[config.mk]
export PLATFORM = sky130hd
export DESIGN_NAME = mul_dot_ctrl
export DESIGN_NICKNAME = d
export VERILOG_FILES = /design/src/rtl/mul_dot_ctrl.sv
export SDC_FILE = /design/constraint.sdc
export NUM_CORES = 1
export LEC_CHECK = 0
export BUFFER_PORTS_ARGS = -buffer_cell sky130_fd_sc_hd__buf_2
export CAP_MARGIN = 20
export CELL_PAD_IN_SITES_DETAIL_PLACEMENT = 1
export CELL_PAD_IN_SITES_GLOBAL_PLACEMENT = 1
export CORE_UTILIZATION = 47
export CTS_BUF_LIST = sky130_fd_sc_hd__clkbuf_4
export CTS_CLUSTER_SIZE = 28
export DETAILED_ROUTE_END_ITERATION = 10
export PLACE_DENSITY_LB_ADDON = 0.1
export SETUP_SLACK_MARGIN = 0.3
export SLEW_MARGIN = 20
export SYNTH_ARGS = -nofsm -noshare
export SYNTH_HDL_FRONTEND = slang
export SYNTH_SLANG_ARGS = --single-unit
[constraint.sdc]
create_clock -name clk_i -period 4.3 [get_ports clk_i]
set_input_delay 0.43 -clock clk_i [delete_from_list [all_inputs] [get_ports clk_i]]
set_output_delay 0.43 -clock clk_i [all_outputs]
set_load 0.1 [all_outputs]
[src/rtl/mul_dot_ctrl.sv]
// Issues operand pairs to a start/busy shift-add multiplier and accumulates
// N_TERMS products into a dot-product sum presented over valid/ready.
module mul_dot_ctrl #(
    parameter int N_TERMS = 4,
    parameter int CNT_W   = 2,
    parameter int ACC_W   = 18
) (
    input  logic             clk_i,
    input  logic             rst_n_i,
    input  logic [7:0]       op_a_bi,
    input  logic [7:0]       op_b_bi,
    input  logic             op_valid_i,
    output logic             op_ready_o,
    output logic [7:0]       mul_a_bo,
    output logic [7:0]       mul_b_bo,
    output logic             mul_start_o,
    input  logic             mul_busy_i,
    input  logic [15:0]      mul_y_bi,
    output logic [ACC_W-1:0] sum_bo,
    output logic             sum_valid_o,
    input  logic             sum_ready_i,
    output logic             busy_o
);

    typedef enum logic [2:0] {
        S_IDLE,
        S_LAUNCH,
        S_WAIT_BUSY,
        S_WAIT_DONE,
        S_OUT
    } state_t;

    state_t            state;
    state_t            state_next;
    logic [1:0]        rst_sync;
    logic              rst_n;
    logic [ACC_W-1:0]  acc;
    logic [ACC_W-1:0]  acc_sum;
    logic [CNT_W-1:0]  cnt;
    logic              last_term;

    // Reset asserts immediately but is released only after two clean clock edges.
    always_ff @(posedge clk_i or negedge rst_n_i) begin
        if (!rst_n_i) begin
            rst_sync <= 2'b00;
        end else begin
            rst_sync <= {rst_sync[0], 1'b1};
        end
    end

    assign rst_n     = rst_sync[1];
    assign acc_sum   = acc + ACC_W'(mul_y_bi);
    assign last_term = (cnt == CNT_W'(N_TERMS - 1));

    always_ff @(posedge clk_i or negedge rst_n) begin
        if (!rst_n) begin
            state <= S_IDLE;
        end else begin
            state <= state_next;
        end
    end

    always_comb begin
        state_next  = state;
        op_ready_o  = 1'b0;
        mul_start_o = 1'b0;
        sum_valid_o = 1'b0;
        busy_o      = (state != S_IDLE);
        case (state)
            S_IDLE: begin
                op_ready_o = 1'b1;
                if (op_valid_i) begin
                    state_next = S_LAUNCH;
                end
            end
            // A core left running by a reset must finish before we may launch.
            S_LAUNCH: begin
                if (!mul_busy_i) begin
                    mul_start_o = 1'b1;
                    state_next  = S_WAIT_BUSY;
                end
            end
            S_WAIT_BUSY: begin
                if (mul_busy_i) begin
                    state_next = S_WAIT_DONE;
                end
            end
            S_WAIT_DONE: begin
                if (!mul_busy_i) begin
                    state_next = last_term ? S_OUT : S_IDLE;
                end
            end
            S_OUT: begin
                sum_valid_o = 1'b1;
                if (sum_ready_i) begin
                    state_next = S_IDLE;
                end
            end
            default: begin
                state_next = S_IDLE;
            end
        endcase
    end

    // The product is only valid in the cycle busy falls, so capture happens right there.
    always_ff @(posedge clk_i or negedge rst_n) begin
        if (!rst_n) begin
            mul_a_bo <= '0;
            mul_b_bo <= '0;
            acc      <= '0;
            cnt      <= '0;
            sum_bo   <= '0;
        end else begin
            if (state == S_IDLE && op_valid_i) begin
                mul_a_bo <= op_a_bi;
                mul_b_bo <= op_b_bi;
            end
            if (state == S_WAIT_DONE && !mul_busy_i) begin
                if (last_term) begin
                    sum_bo <= acc_sum;
                    acc    <= '0;
                    cnt    <= '0;
                end else begin
                    acc    <= acc_sum;
                    cnt    <= cnt + CNT_W'(1);
                end
            end
        end
    end

endmodule

Word level (Yosys, flattened, before mapping)

Cells that the tools add are included.

Add/sub/neg operators: 2
Equality and inequality tests: 10
Multiplexer cells: 13
Reduce and logical (&&, ||, !) cells: 7

Operators with widths:

| kind                  | number |
|---|---|
| $add A18 B16 Y18      | 1 |
| $mux W18              | 1 |
| $mux W3               | 6 |
| $pmux W3 S5           | 1 |
| $ne A2 B2 Y1 const B  | 5 |
| $eq A3 B2 Y1 const B  | 2 |
| $reduce_and A5 Y1     | 1 |
| $mux W1               | 4 |
| $eq A3 B1 Y1 const B  | 1 |
| $eq A3 B3 Y1 const B  | 1 |
| $logic_not A3 Y1      | 1 |
| $reduce_bool A3 Y1    | 1 |
| $add A2 B1 Y2 const B | 1 |
| $eq A2 B2 Y1 const B  | 1 |
| $logic_and A1 B1 Y1   | 2 |
| $mux W2               | 1 |
| $reduce_and A2 Y1     | 1 |
| $logic_not A1 Y1      | 1 |

Bits in registers: 59
Output and inout port bits: 38
Logic and storage cells: 39

Logic depth before layout (Yosys ltp)

Depth in word-level cells: 4
Depth in mapped cells: 9
Mapped depth without buffers: 9

Least setup slack after synthesis

OpenSTA, ideal clock, no wires.

Path kind: input -> output
From: in mul_busy_i
To: out mul_start_o
Arrival: 2.635 ns
Required time: 3.870 ns
Slack: 1.235 ns
Stages: 2
Buffers on the path: 0
Cell sequence: nand2b_1 -> nor3_1

Cells in the longest elaborated chain, start to end: 2

Ends and longest elaborated chain:

| element            | RTL line | RTL |
|---|---|---|
| start: declaration | 17       | `input logic mul_busy_i,` |
| $mux W1            | 78       | `if (!mul_busy_i) begin` |
| $mux W1            | 69       | `case (state)` |
| end: declaration   | 16       | `output logic mul_start_o,` |

Every way passes these cells.

Worst setup path after layout

From: reg acc[9]
To: reg acc[14]

Cells in the longest elaborated chain, start to end: 2

Ends and longest elaborated chain:

| element                  | RTL line | RTL |
|---|---|---|
| start: declaration       | 37       | `logic [ACC_W-1:0] acc;` |
| start signal: assignment | 124      | `acc <= acc_sum;` |
| $add A18 B16 Y18         | 52       | `assign acc_sum = acc + ACC_W'(mul_y_bi);` |
| $mux W18                 | 119      | `if (last_term) begin` |

Every way passes these cells.
A chain may end at the register's enable or synchronous reset.

==> impl_results.md <==
- # resized after CTS: 0
- Post-synthesis compound-gate area fraction: 0.172
- Root buffer cell: clkbuf_4
- Final wirelength: approximately 7800 um
- Final setup TNS: 0 ns
- WHS: between 0.15 and 0.2 ns
- Failing checks: DRC
- Number of flops mapped to enable cells by yosys: 0
- Final slew viol count: 0
- Crit path kind: register to register
- Top post-synthesis cells by area: dfrtp_1 47%, mux2_2 9.9%, ha_1 6.7%
- Area Growth Syn to Fin: 17.5%
- Share of layout cells above drive strength 1: 0.377
- HP Class: input port to register
- Crit. Startpoint: acc[9]
- Core area: approximately 6400 sq um
- GRT Util Overall: 0.238
- Critical path launch point type: register
- Total number of vias: 2435
- PortBufs: 74
- Starting Density: 0.494
- I/O Pins: 75
- Final layout net count: between 400 and 500
- Grt total ovfl: 0
- CTS tree: yes
- Syn Nets: 335
- Die area: between 7000 and 8000 sq um
- Clock sink count: slightly below 60
- Dpl hpwl: approximately 5500 um
- Endpoints failing setup: 0
- First-pass GRT wire length: approximately 13000 um
- DRC violations left: 8
- Die span in x: roughly 84 um
- Crit-path slowest cell: a2111oi_0
- Mean Syn Cell Area: ~11 sq um
- Crit-path most repeated cell: a21oi_1
- Worst Path Max Fanout: 8
- Ys Warns: 0
- Sequential area share after synthesis: 0.466
- Mux share of post-synthesis cell area: 0.106
- Status: finished with violations
- Initial antenna violation count: 0
- Post-DR vias/cell: 5.60
- Num rows: 29
- Synth Cell Area: around 3200 sq um
- Post-Synthesis Cells: 280
- Max-cap violation count: 0
- Worst slew margin: 0.329
- Largest net degree at the start of global routing: between 50 and 60
- Max Root-Sink Buffers: 2
- RR Startpoint: acc[9]
- DRT iter0 DRCs: 110
- Clk slew on worst S/H paths: between 0.1 and 0.15 ns
- Main combinational cell family by area after synthesis: compound AO/OA/AOI/OAI gates
- Clk_lat worst skew: between 0.4 and 0.5 ns
- Chip height: about 84 um
- WL/cell: between 15 and 20 um
- Unrepaired setup endpoints after global routing: no
- Max Clock Freq: 0.428 GHz
- Vias in the first global route: between 2000 and 3000
- Worst path bufs/invs: 0
- Clock skew: 0.0157 ns
- Post-synth top flop: dfrtp_1
- Period utilization: 0.544
- Final antenna-violating net count: 0
- Post-Synth Adder-Cell Area: 0.0734
- H-Tree Depth: 3
- Cell family with most CP delay: compound AO/OA/AOI/OAI gates
- Crit-path cells: ha_1 > a21oi_1 > o21ai_0 > a2111oi_0 > a21oi_1 > xnor2_1 > o31ai_1
- Worst Hold Launch: sum_ready_i
- Worst slew pin tran: 1.00 ns
- Yosys reg bits: around 60
- Ys async rst share: 1.00
- Minimum clock period: ~2.3 ns
- Synth cell types: 56
- Synth Area in XOR/XNOR: 0.0442
- Cts bufs inserted: 9
- Gpl congestion: a little under 0.8
- Post-synth top area share: 0.466
- CP max stage delay: between 0.4 and 0.5 ns
- First-pass detailed-route iteration total: 7
- Most area-hungry cell type in the Yosys netlist: dfrtp_1
- CP arrival: 2.66 ns
- Critical Path End Type: register
- Final hold viol count: 0
- Post-Synth Simple-Gate Area: 0.0967
- Ant. Diodes: 0
- Worst EP required: approximately 4.6 ns
[area by class of cell]
cell class / instances / area [sq um]
tap: 77 / 96.3
fill: 715 / 2700
clock buffer: 9 / 67.6
sequential: 59 / 1480
timing repair buffer: 77 / 395
multi-input combinational: 200 / 1570
clock inverter: 7 / 100
inverter: 6 / 22.5
[worst register-to-register path, stage by stage, from the launching register on]
cell and delay, ns:
dfrtp_1 0.41, ha_1 0.40, a21oi_1 0.25, o21ai_0 0.16
a2111oi_0 0.44, a21oi_1 0.18, xnor2_1 0.18, o31ai_1 0.24
[final timing paths]
path / end / slack, ns / cells after the start
setup / recovery: acc[14] / 1.96 / 7
hold / removal: state[2] / 0.20 / 2
setup reg to reg: acc[14] / 1.96 / 7
hold reg to reg: rst_sync[1] / 0.37 / 0
max in group asynchronous: acc[10] / 3.41 / 1
min in group asynchronous: rst_sync[1] / 0.32 / 2
[cells in the mapped netlist, types with 2 or more instances]
master / n
buf_4: 2
nand2_1: 24
a41oi_1: 2
o21a_1: 2
ha_1: 17
clkbuf_1: 4
mux2_2: 28
inv_1: 5
and2_1: 3
a21oi_2: 2
dfrtp_1: 59
xor2_1: 6
xnor2_1: 10
nand3_1: 3
and4_1: 2
buf_6: 5
a22o_1: 12
buf_2: 4
a21o_1: 4
o21ai_0: 16
o21ai_1: 4
nor2_1: 10
nand4_1: 4
nand2b_1: 3
a21oi_1: 13
nor3_1: 3
o31ai_1: 3
o211ai_1: 2
[layer usage]
metal,track usage,vias to the layer above,share of wire
met4,0.0972,0,0.016
met5,0,-,0
met2,0.405,44,0.50
met1,0.305,1212,0.45
li1,-,1166,-
met3,0.0374,13,0.032
[metrics by stage]
stage           util  setup slack (ns)  std cells  cell area (sq um)
2_1_floorplan      -              1.24        280               3170
3_3_place_gp   0.552              1.95        418               3550
3_5_place_dp   0.552              1.89        418               3550
4_1_cts        0.580              1.95        435               3720
5_1_grt        0.580              1.79        435               3720
6_report       0.580              1.96        435               3720
[flip-flops by register name, indices dropped and copies added, names as in the netlist]
register / flops
state: 3
cnt: 2
mul_b_bo: 8
mul_a_bo: 8
acc: 18
rst_sync: 2
sum_bo: 18
[cell usage in the layout (no fill, tap or decap), types with 2 or more instances in the layout]
cell type and n:
buf_2 74, dfrtp_1 58, mux2_2 28, nand2_1 24
ha_1 17, o21ai_0 16, a21oi_1 13, a22o_1 12
nor2_1 10, xnor2_1 10, clkbuf_4 9, xor2_1 6
inv_1 5, a21o_1 4, nand4_1 4, o21ai_1 4
nand2b_1 3, nor3_1 3, and2_1 3, o31ai_1 3
nand3_1 3, clkinv_4 3, a21oi_2 2, and4_1 2
o211ai_1 2, a41oi_1 2, o21a_1 2, bufinv_16 2
buf_4 2
[what timing repair did]
item	in CTS	in global routing
setup buffers	0	0
endpoints found under the setup margin	0	0
endpoints found under the hold margin	2	0
hold buffers	1	0
[cells by family after synthesis]
| group | Yosys count |
|---|---|
| muxes | 30 |
| DFF | 59 |
| AOI/OAI and AO/OA | 75 |
| other | 1 |
| xor gates and xnor gates | 16 |
| and+or+nand+nor | 60 |
| adders and majority gates | 18 |
| buffers and inverters | 21 |
Power is not shown: default switching activity piles up to over one toggle a cycle in this logic, so the estimate is an artifact.
